`src/rtl/noc_packetizer_if.sv`:
```
// PE-side payload stream and switch-side flit stream of the noc_packetizer.
interface noc_packetizer_if #(
   parameter int unsigned DataWidth = 32,
   parameter int unsigned DestWidth = 2
);
   logic [DataWidth-1:0] i_pe_data;
   logic                 i_pe_data_valid;
   logic [DestWidth-1:0] i_pe_dest;
   logic                 i_pe_last;
   logic                 o_pe_data_ready;
   logic [DataWidth-1:0] o_noc_data;
   logic                 o_noc_data_valid;
   logic                 i_noc_data_ready;
   logic                 o_trunc;
   logic                 o_busy;

   modport master (
      output i_pe_data, i_pe_data_valid, i_pe_dest, i_pe_last, i_noc_data_ready,
      input  o_pe_data_ready, o_noc_data, o_noc_data_valid, o_trunc, o_busy
   );

   modport slave (
      input  i_pe_data, i_pe_data_valid, i_pe_dest, i_pe_last, i_noc_data_ready,
      output o_pe_data_ready, o_noc_data, o_noc_data_valid, o_trunc, o_busy
   );
endinterface

```
`src/rtl/noc_packetizer.sv`:
```
// Ingress NI: buffers one PE payload burst, then emits a header flit plus payload flits.
// Define PKT_SEQ_EN to carry an 8-bit packet sequence number in header bits [15:8].
module noc_packetizer #(
   parameter int unsigned DataWidth = 32,
   parameter int unsigned DestWidth = 2,
   parameter int unsigned FifoDepth = 8,
   parameter int unsigned SrcId     = 0
) (
   input logic i_clk,
   input logic i_reset,
   noc_packetizer_if.slave bus
);
   localparam int unsigned AddrWidth  = $clog2(FifoDepth);
   localparam int unsigned CountWidth = $clog2(FifoDepth + 1);

   typedef enum logic [1:0] {COLLECT, HEADER, PAYLOAD} state_t;

   state_t                state;
   logic [1:0]            rst_sync;
   logic                  run;
   logic [DataWidth-1:0]  mem [FifoDepth];
   logic [CountWidth-1:0] count;
   logic [CountWidth-1:0] count_inc;
   logic [AddrWidth-1:0]  rd_ptr;
   logic [DestWidth-1:0]  dest_q;
   logic [DestWidth-1:0]  hdr_dest;
   logic [DataWidth-1:0]  header;
   logic [7:0]            seq;
   logic                  pe_accept;
   logic                  noc_hs;
   logic                  closing;

   // Reset asserts asynchronously but the FSM only starts two clocks after release.
   always_ff @(posedge i_clk or negedge i_reset) begin
      if (!i_reset) rst_sync <= '0;
      else          rst_sync <= {rst_sync[0], 1'b1};
   end
   assign run = rst_sync[1];

   assign bus.o_pe_data_ready = run && (state == COLLECT);

   always_comb begin
      pe_accept = bus.i_pe_data_valid && bus.o_pe_data_ready;
      noc_hs    = bus.o_noc_data_valid && bus.i_noc_data_ready;
      count_inc = count + 1'b1;
      closing   = pe_accept && (bus.i_pe_last || count_inc == CountWidth'(FifoDepth));
      hdr_dest  = (count == '0) ? bus.i_pe_dest : dest_q;
      header    = '0;
      header[DataWidth-1 -: DestWidth]             = hdr_dest;
      header[DataWidth-1-DestWidth -: DestWidth]   = DestWidth'(SrcId);
      header[7:0]                                  = 8'(count_inc);
      header[15:8]                                 = seq;
   end

   always_ff @(posedge i_clk) begin
      if (pe_accept) mem[count[AddrWidth-1:0]] <= bus.i_pe_data;
   end

   // During PAYLOAD, count holds the number of flits still to send including the one presented.
   always_ff @(posedge i_clk or negedge i_reset) begin
      if (!i_reset) begin
         state                <= COLLECT;
         count                <= '0;
         rd_ptr               <= '0;
         dest_q               <= '0;
         bus.o_noc_data       <= '0;
         bus.o_noc_data_valid <= 1'b0;
         bus.o_trunc          <= 1'b0;
         bus.o_busy           <= 1'b0;
      end else if (run) begin
         bus.o_trunc <= 1'b0;
         unique case (state)
            COLLECT: begin
               if (pe_accept) begin
                  count <= count_inc;
                  if (count == '0) dest_q <= bus.i_pe_dest;
                  if (closing) begin
                     state                <= HEADER;
                     bus.o_noc_data       <= header;
                     bus.o_noc_data_valid <= 1'b1;
                     bus.o_busy           <= 1'b1;
                     bus.o_trunc          <= !bus.i_pe_last;
                  end
               end
            end
            HEADER: begin
               if (noc_hs) begin
                  state          <= PAYLOAD;
                  bus.o_noc_data <= mem[rd_ptr];
                  rd_ptr         <= rd_ptr + 1'b1;
               end
            end
            PAYLOAD: begin
               if (noc_hs) begin
                  if (count == CountWidth'(1)) begin
                     state                <= COLLECT;
                     bus.o_noc_data_valid <= 1'b0;
                     bus.o_busy           <= 1'b0;
                     count                <= '0;
                     rd_ptr               <= '0;
                  end else begin
                     bus.o_noc_data <= mem[rd_ptr];
                     rd_ptr         <= rd_ptr + 1'b1;
                     count          <= count - 1'b1;
                  end
               end
            end
            default: state <= COLLECT;
         endcase
      end
   end

`ifdef PKT_SEQ_EN
   always_ff @(posedge i_clk or negedge i_reset) begin
      if (!i_reset)                               seq <= '0;
      else if (run && state == HEADER && noc_hs)  seq <= seq + 1'b1;
   end
`else
   assign seq = '0;
`endif
endmodule

```
`src/flat_wrapper.sv`:
```
// flat-port wrapper written by rule: the top's interface ports become plain ports
module noc_packetizer_flat 
#(
   parameter int unsigned DataWidth = 32,
   parameter int unsigned DestWidth = 2,
   parameter int unsigned FifoDepth = 8,
   parameter int unsigned SrcId     = 0
)
  (i_clk, i_reset, bus_i_pe_data, bus_i_pe_data_valid, bus_i_pe_dest, bus_i_pe_last, bus_i_noc_data_ready, bus_o_pe_data_ready, bus_o_noc_data, bus_o_noc_data_valid, bus_o_trunc, bus_o_busy);
  noc_packetizer_if #(.DataWidth(DataWidth), .DestWidth(DestWidth)) bus_i ();
  input logic i_clk;
  input logic i_reset;
  input wire logic [$bits(bus_i.i_pe_data)-1:0] bus_i_pe_data;
  input wire logic [$bits(bus_i.i_pe_data_valid)-1:0] bus_i_pe_data_valid;
  input wire logic [$bits(bus_i.i_pe_dest)-1:0] bus_i_pe_dest;
  input wire logic [$bits(bus_i.i_pe_last)-1:0] bus_i_pe_last;
  input wire logic [$bits(bus_i.i_noc_data_ready)-1:0] bus_i_noc_data_ready;
  output wire logic [$bits(bus_i.o_pe_data_ready)-1:0] bus_o_pe_data_ready;
  output wire logic [$bits(bus_i.o_noc_data)-1:0] bus_o_noc_data;
  output wire logic [$bits(bus_i.o_noc_data_valid)-1:0] bus_o_noc_data_valid;
  output wire logic [$bits(bus_i.o_trunc)-1:0] bus_o_trunc;
  output wire logic [$bits(bus_i.o_busy)-1:0] bus_o_busy;
  assign bus_i.i_pe_data = bus_i_pe_data;
  assign bus_i.i_pe_data_valid = bus_i_pe_data_valid;
  assign bus_i.i_pe_dest = bus_i_pe_dest;
  assign bus_i.i_pe_last = bus_i_pe_last;
  assign bus_i.i_noc_data_ready = bus_i_noc_data_ready;
  assign bus_o_pe_data_ready = bus_i.o_pe_data_ready;
  assign bus_o_noc_data = bus_i.o_noc_data;
  assign bus_o_noc_data_valid = bus_i.o_noc_data_valid;
  assign bus_o_trunc = bus_i.o_trunc;
  assign bus_o_busy = bus_i.o_busy;
  noc_packetizer #(.DataWidth(DataWidth), .DestWidth(DestWidth), .FifoDepth(FifoDepth), .SrcId(SrcId)) u_core (.i_clk(i_clk), .i_reset(i_reset), .bus(bus_i));
endmodule
```
`config.mk`:
```
export PLATFORM = sky130hd
export DESIGN_NAME = noc_packetizer_flat
export DESIGN_NICKNAME = d
export VERILOG_FILES = /design/src/rtl/noc_packetizer_if.sv /design/src/rtl/noc_packetizer.sv /design/src/flat_wrapper.sv
export SDC_FILE = /design/constraint.sdc
export NUM_CORES = 1
export LEC_CHECK = 0
export CAP_MARGIN = 20
export CELL_PAD_IN_SITES_DETAIL_PLACEMENT = 0
export CELL_PAD_IN_SITES_GLOBAL_PLACEMENT = 1
export CORE_MARGIN = 1
export CORE_UTILIZATION = 32
export CTS_BUF_LIST = sky130_fd_sc_hd__clkbuf_4 sky130_fd_sc_hd__clkbuf_8 sky130_fd_sc_hd__clkbuf_16
export DETAILED_ROUTE_END_ITERATION = 6
export PLACE_DENSITY = 0.66
export SYNTH_ARGS = -nofsm -noshare
export SYNTH_HDL_FRONTEND = slang
export SYNTH_SLANG_ARGS = --single-unit
```
`constraint.sdc`:
```
create_clock -name i_clk -period 4.9 [get_ports i_clk]
set_clock_uncertainty 0.2 [all_clocks]
set_input_delay 0.98 -clock i_clk [delete_from_list [all_inputs] [get_ports i_clk]]
set_output_delay 0.98 -clock i_clk [all_outputs]
set_load 0.02 [all_outputs]
```
After elaboration in Yosys (flattened, before gate mapping)
Memory sizes are Yosys's and may differ from the RTL's. Index checks and enable logic that the tools add are counted.

Flip-flop bits (word level): 47. Bits in writable memories: 256. Bits of input ports: 39. Output and inout port bits: 36. Memories: 1.

Add/subtract/negate cells: 3. Eq/ne operators: 10. Mux-type cells: 31. Reductions and logical operators: 17.

Memory list: u_core.mem (depth 8, bits a word 32, read ports 1, clocked after memory_dff 0, write ports 1, line noc_packetizer.sv:21) `logic [DataWidth-1:0] mem [FifoDepth];`.

Operators with widths (count): 2-to-1 mux 32 bit (5); case mux 32 bit (3 select lines) (1); 2-to-1 mux 2 bit (6); 2-to-1 mux 4 bit (3); AND reduction 6 bit (2); != test 2 x 1 -> 1 bit, second input constant (5); 2-to-1 mux 1 bit (9); 2-to-1 mux 3 bit (3); case mux 4 bit (2 select lines) (1); AND reduction 4 bit (2); AND reduction 7 bit (1); case mux 2 bit (3 select lines) (1); case mux 3 bit (2 select lines) (1); adder 4 x 1 -> 4 bit, second input constant (1); equality test 4 x 1 -> 1 bit, second input constant (1); equality test 4 bit, second input constant (1); logical AND 1 bit (4); logical NOT 4 bit (1); nonzero test 2 bit (2); subtractor 4 x 1 -> 4 bit, second input constant (1); adder 3 x 1 -> 3 bit, second input constant (1); AND reduction 3 bit (1); nonzero test 3 bit (1); equality test 2 x 1 -> 1 bit, second input constant (1); other kinds (6) (6).

Longest topological paths before layout
Gate-level depths: netlist (run 1).

Depth after elaboration: 7. Gate-level depth with buffers: 8.

Worst setup path after synthesis (run 1)
OpenSTA, ideal clock, no wires.

Kind: register to register. From: reg u_core.state[0]. To: mem u_core.mem[3][0] (enable). Data arrival time: 4.320 ns. Required time: 4.199 ns. Slack: -0.121 ns. Cell stages (with the launch flop): 6. Buffers on the path: 0. Clock period less this slack: 5.021 ns. Cell sequence: dfrtp_1 > inv_1 > ha_1 > and2_1 > nand2_1 > nor4_1.

Word-level cells in the longest chain between the ends: 5.

Ends and longest elaborated chain: from (decl) (line noc_packetizer.sv:18) `state_t state;`; from (signal assigned) (line noc_packetizer.sv:62) `state <= COLLECT;`; from (signal assigned) (line noc_packetizer.sv:78) `state <= HEADER;`; from (signal assigned) (line noc_packetizer.sv:88) `state <= PAYLOAD;`; logical NOT 2 bit (line noc_packetizer.sv:40) `assign bus.o_pe_data_ready = run && (state == COLLECT);`; logical AND 1 bit (line noc_packetizer.sv:40); net bus_o_pe_data_ready (line flat_wrapper.sv:18) `output wire logic [$bits(bus_i.o_pe_data_ready)-1:0] bus_o_pe_data_ready;`; logical AND 1 bit (line noc_packetizer.sv:43) `pe_accept = bus.i_pe_data_valid && bus.o_pe_data_ready;`; 2-to-1 mux 1 bit (line noc_packetizer.sv:56) `if (pe_accept) mem[count[AddrWidth-1:0]] <= bus.i_pe_data;`; 2-to-1 mux 1 bit (implied by the code) (line noc_packetizer.sv:56); to (decl) (line noc_packetizer.sv:21).

The timed path passes the listed nets, and every way through them passes these cells.

Worst setup path in the final report (run 1)
From: reg u_core.state[0]. To: out bus_o_pe_data_ready.

Word-level cells in the longest chain between the ends: 2.

Ends and longest elaborated chain (line): logical NOT 2 bit (noc_packetizer.sv:40); logical AND 1 bit (noc_packetizer.sv:40); to (decl) (flat_wrapper.sv:18).

No other way between the ends.

==> results_dict.tcl, run 1 <==
set metrics [dict create \
    status "complete, no violations" \
    r2r_slack_ns 1.96 \
    worstMarginPinSlew_ns 1.11 \
    fp.dieH_um 197 \
    hold_viol 0 \
    synth_cell_types 55 \
    place_hpwl_mm 15.5 \
    synth_most_common_cell "edfxtp_1" \
    drive_gt1_share_pct 17.2 \
    synthTopCellsByArea "edfxtp_1 63%, dfrtp_1 9.7%, mux2i_1 7.3%" \
    rsz0062_at_grt "false" \
    hold-path-cell-count 0 \
    grtUsageTotal_pct 13.5 \
    post_drt_wl_per_cell_um 19.7 \
    clkTransAtPathRegs_ns 0.06 \
    synth_edf_count 256 \
    yosysTopAreaCell "edfxtp_1" \
    vdd_drop_max_v 0.000301 \
    firstDrtPassIters 6 \
    core_area_mm2 0.0370 \
    synthTopCellsByCount "256 x edfxtp_1, 88 x mux2i_1, 47 x dfrtp_1, 34 x inv_1, 33 x mux4_2" \
    clock.fmax_mhz 285 \
    tritoncts "built" \
    crit_family "buffers and inverters" \
    vias 6160 \
    drt-total-wl_mm 25.3 \
    grt_pass1_vias 6433 \
    tns_ns 0 \
    clk_latency_ns 0.56 \
    worstPathBufferInverterCount 2 \
    drt_iter0_markers 288 \
    cts_buffer_depth 3 \
    synth-seq-cells 303 \
    leakage_uw 0.00488 \
    arrival_ns 2.33 \
    r2r_start "u_core.state[0]" \
    ys_warn_count 0 \
    critPathLaunchType "flip-flop" \
    relSlewSlack_pct 26.2 \
    portBuffers 74 \
    synthArstFlopShare_pct 15.5 \
    end_kind "primary output" \
    synthesis.nets 716 \
    synth_top_cell_area_share_pct 63.3 \
    grt-ovfl-total 0 \
    die_w_um 197 \
    slowest_delay_ns 0.64 \
    place.gp.congestion 0.744 \
    report.final.slew_viol_count 0 \
    areaGrowthSynthToFinish_pct 19.4 \
    hp-class "reg2reg" \
    critPathLaunch "u_core.state[0]" \
    holdBufCountCts 0 \
    cts_resized 0 \
    postSynthAreaPerCell_um2 18.2 \
    ys_seq_area_share_pct 73.0 \
    root_buffer "clkbuf_16" \
    utilization_pct 39.2 \
    grt_pass1_wl_mm 39.5 \
    r2r_end "u_core.mem[6][21]" \
    multi_input_area_mm2 0.00294 \
    die_area_mm2 0.0387 \
    cts_sinks 303 \
    postCtsSetupBuffers 0 \
    worstSetupPathDepth 4 \
    setup_viol 0 \
    via_per_inst 4.79 \
    synthCells 667 \
    nNetsFinal 805 \
    route.detailed.drc 0 \
    row_count 70 \
    post-route-min-period_ns 3.51 \
    cts_buffers 30 \
    holdWs_ns 0.144 \
    start_util_pct 32.8 \
    period_share_pct 71.5 \
    grt_max_degree 53 \
    ant_nets 0 \
    cap_viol_max_count 0 \
    cp_cell_sequence "inv_1 > ha_1 > and2_1 > clkdlybuf4s50_1" \
    setup.worst_path.end "bus_o_pe_data_ready" \
    p_per_area_mw_per_mm2 555 \
    antenna_found_initial 2 \
    boundaryPins 75 \
    seqCellArea_mm2 0.00887 \
    crit_required_ns 3.72 \
    ff2ff_path_depth 6 \
    htree_levels 1 \
    slowest_stage "clkdlybuf4s50_1" \
    path_max_fanout 7 \
    synth_ff_type "edfxtp_1" \
    criticalPathCategory "reg2out" \
    synthesis.area_mm2 0.0121 \
    fill_cells 3411 \
]
-- state kept, by name, summed over array words and instances (netlist names) --
register and flops:
u_core.bus.o_noc_data 32, u_core.bus.o_noc_data_valid 1, u_core.bus.o_trunc 1, u_core.count 4, u_core.dest_q 2, u_core.mem 256
u_core.rd_ptr 3, u_core.rst_sync 2, u_core.state 2
-- logic make-up after synthesis --
logic type               Yosys count  synth area share [%]
XOR/XNOR                           1                0.0722
buffers and inverters             72                  3.27
AO/OA/AOI/OAI                     84                  5.05
other                              1                0.0309
AND/OR/NAND/NOR                   63                  2.85
adder cells (fa/ha/maj)           10                  1.03
flip-flops                       303                  73.0
multiplexers                     133                  14.7
-- cell type report --
cell class	count	area share [%]
antenna	1	0.0173
clock buffer	38	5.64
clock inverter	18	1.38
inverter	35	0.907
multi-input combinational	292	20.3
sequential	303	61.2
tap	504	4.35
timing repair buffer	94	6.20
-- report_power, final --
group          switching [uW]  internal (uW)  total (uW)
clock network             933           1390        2320
registers                 204           3060        3260
logic                    1370           1080        2460
total                    2510           5530        8040
-- how the worst min path moves through the flow --
stage                       startpoint                 end  slack, ns
floorplan           u_core.rst_sync[0]  u_core.rst_sync[1]       0.13
finish              u_core.rst_sync[0]  u_core.rst_sync[1]       0.14
global placement    u_core.rst_sync[0]  u_core.rst_sync[1]       0.14
global route        u_core.rst_sync[0]  u_core.rst_sync[1]       0.16
detailed placement  u_core.rst_sync[0]  u_core.rst_sync[1]       0.14
CTS                 u_core.rst_sync[0]  u_core.rst_sync[1]       0.15
-- per-layer routing --
layer	vias to the layer above	routed length (um)	global-route usage (%)
li1	2829	-	-
met4	2	437	2.93
met5	-	11	0
met1	3161	11900	19.1
met3	36	1150	2.04
met2	132	11900	21.8
-- placed cells by master (no fill, tap or decap), types with 2 or more instances in the layout --
master and instances:
clkinv_1 4, o21ai_0 26, bufinv_16 4, nor3b_1 2
o2111ai_1 4, nor2_4 4, edfxtp_1 256, nor3_1 2
mux2_2 9, o21ai_1 5, a32oi_1 3, a21oi_1 3
dfrtp_1 44, clkbuf_4 7, nand3_1 9, nand2_1 13
ha_1 10, nor2b_1 4, a221oi_1 26, clkdlybuf4s50_1 73
dfrtp_2 2, nand2b_1 4, nor3_2 3, mux2i_1 88
a21o_1 2, clkbuf_16 30, inv_1 34, clkinv_2 9
o211ai_1 2, buf_4 19, and2_1 3, or4b_1 2
nor2_1 6, mux2_4 2, mux4_2 33, o22ai_1 3
-- metrics by stage --
stage | worst slack (ns) | area (um^2) | total power, uW | cells
3_3_place_gp | 1.47 | 13500 | 5800 | 1228
3_5_place_dp | 1.46 | 13500 | 5820 | 1228
5_1_grt | 1.29 | 14500 | 8490 | 1284
2_1_floorplan | 0.710 | 12100 | 5000 | 667
6_report | 1.39 | 14500 | 8040 | 1285
4_1_cts | 1.38 | 14500 | 8170 | 1284
(Power assumes the default switching activity.)
==> run 2, diff against run 1 <==
- PLACE_DENSITY: 0.66 -> 0.64
- clock period: 4.9 -> 3.6 ns (I/O delays scaled with it)
==> run 2 against run 1 <==
Against the previous run: final area increased by 1.0%; flip-flop and latch count unchanged; combinational power up 38%; die area is the same; global-route usage is essentially flat; non-clock buffer count up 5; register-to-register slack worse by 1.1 ns; sequential power up 37%; hold slack got worse by 0.055 ns; first-iteration DRC count rose by 57%; clock power up 40%; routed wire length increased by 0.37%; critical endpoint unchanged; largest power group unchanged; highest routed layer is now met4.
==> results_dict.tcl, run 2 (synthesis results as in run 1) <==
set metrics [dict create \
    place_hpwl_mm 15.4 \
    clkTransAtPathRegs_ns 0.06 \
    grt_pass1_vias 6506 \
    end_kind "primary output" \
    fill_cells 3410 \
    p_per_area_mw_per_mm2 758 \
    r2r_end "u_core.mem[7][1]" \
    ff2ff_path_depth 6 \
    internal_power_uw 7560 \
    p_switching_uw 3530 \
    place.gp.congestion 0.748 \
    utilization_pct 39.6 \
    path_max_fanout 7 \
    grt-ovfl-total 0 \
    grtUsageTotal_pct 13.5 \
    layout_common_cells "256 x edfxtp_1, 88 x mux2i_1, 73 x clkdlybuf4s50_1" \
    fin_total_pwr_uw 11100 \
    p_clk_share_pct 29.3 \
    holdBufCountCts 0 \
    period_share_pct 89.9 \
    status "complete, no violations" \
    num_antenna_cells 0 \
    drt_iter0_markers 453 \
    cap_viol_max_count 0 \
    root_buffer "clkbuf_16" \
    portBuffers 74 \
    clock.fmax_mhz 309 \
    grt_pass1_wl_mm 39.3 \
    die_area_mm2 0.0387 \
    relSlewSlack_pct 40.5 \
    r2r_start "u_core.state[0]" \
    areaGrowthSynthToFinish_pct 20.6 \
    arrival_ns 2.32 \
    slowest_stage "clkdlybuf4s50_1" \
    tritoncts "built" \
    vias 6202 \
    worstPathBufferInverterCount 2 \
    seqPwrFrac_pct 40.2 \
    hp-class "in2async" \
    p_comb_share_pct 30.5 \
    via_per_inst 4.79 \
    cp_cell_sequence "inv_1 > ha_1 > and2_1 > clkdlybuf4s50_1" \
    drive_gt1_share_pct 17.6 \
    cts_buffer_depth 3 \
    antenna_found_initial 0 \
    core_area_mm2 0.0370 \
    hold_viol 0 \
    slowest_delay_ns 0.65 \
    row_count 70 \
    drt-total-wl_mm 25.4 \
    swShare_pct 31.9 \
    fp.dieH_um 197 \
    report.final.slew_viol_count 0 \
    leakage_uw 0.00493 \
    grt_max_degree 49 \
    vdd_drop_max_v 0.000383 \
    start_util_pct 32.8 \
    ant_nets 0 \
    cts_sinks 303 \
    criticalPathCategory "reg2out" \
    setup_viol 0 \
    largest_reg_flops 256 \
    critPathLaunchType "flip-flop" \
    htree_levels 2 \
    crit_required_ns 2.68 \
    rsz0062_at_grt "false" \
    cts_resized 0 \
    nNetsFinal 814 \
    crit_family "buffers and inverters" \
    firstDrtPassIters 5 \
    post-route-min-period_ns 3.24 \
    clk_latency_ns 0.51 \
    worstMarginPinSlew_ns 0.892 \
    die_w_um 197 \
    final_common_cell "edfxtp_1" \
    postCtsSetupBuffers 0 \
    route.detailed.drc 0 \
    r2r_slack_ns 0.87 \
    boundaryPins 75 \
    post_drt_wl_per_cell_um 19.6 \
    cts_buffers 34 \
]
-- run 2: worst max path at each step --
stage	end	cells after the start	slack (ns)	startpoint
floorplan	u_core.mem[2][0]	5	-0.59	u_core.state[0]
global placement	u_core.bus.o_noc_data[29]	6	0.62	bus_i_pe_data_valid
detailed placement	u_core.bus.o_noc_data[8]	6	0.58	bus_i_pe_data_valid
CTS	bus_o_pe_data_ready	4	0.37	u_core.state[0]
global route	bus_o_pe_data_ready	4	0.26	u_core.state[0]
finish	bus_o_pe_data_ready	4	0.36	u_core.state[0]
-- run 2: layout make-up --
cell class,count,area (um^2),area share [%]
repair buffers,99,998,6.82
inverters,35,131,0.897
well taps,504,631,4.31
clock inverters,21,153,1.04
multi-input cells,292,2950,20.1
clock buffers,41,910,6.21
flip-flops and latches,303,8870,60.6
-- run 2: stage by stage --
stage	instances	hold WS [ns]	worst slack (ns)	TNS, ns	cell area, um^2
floorplan	667	0.131	-0.590	-40.06	12100
global placement	1233	0.134	0.620	0	13600
detailed placement	1233	0.139	0.584	0	13600
CTS	1295	0.105	0.365	0	14600
global route	1295	0.136	0.264	0	14600
finish	1295	0.0883	0.364	0	14600
-- run 2: power groups by stage --
| stage | Sequential, uW | Combinational [uW] | Clock [uW] |
|---|---|---|---|
| after CTS | 4470 | 3470 | 3340 |
| final | 4460 | 3390 | 3250 |
| after global routing | 4510 | 3700 | 3470 |
| after floorplan | 4570 | 2230 | 0 |
| after global placement | 4530 | 3440 | 0 |
| after detailed placement | 4530 | 3460 | 0 |
-- run 2: metal layers --
metal | global-route usage, % | share of wire [%] | wire (um)
met1 | 18.5 | 47 | 11900
met2 | 22.1 | 48 | 12200
met3 | 2.21 | 3.5 | 887
met4 | 3.90 | 1.7 | 439
met5 | 0 | 0 | 0
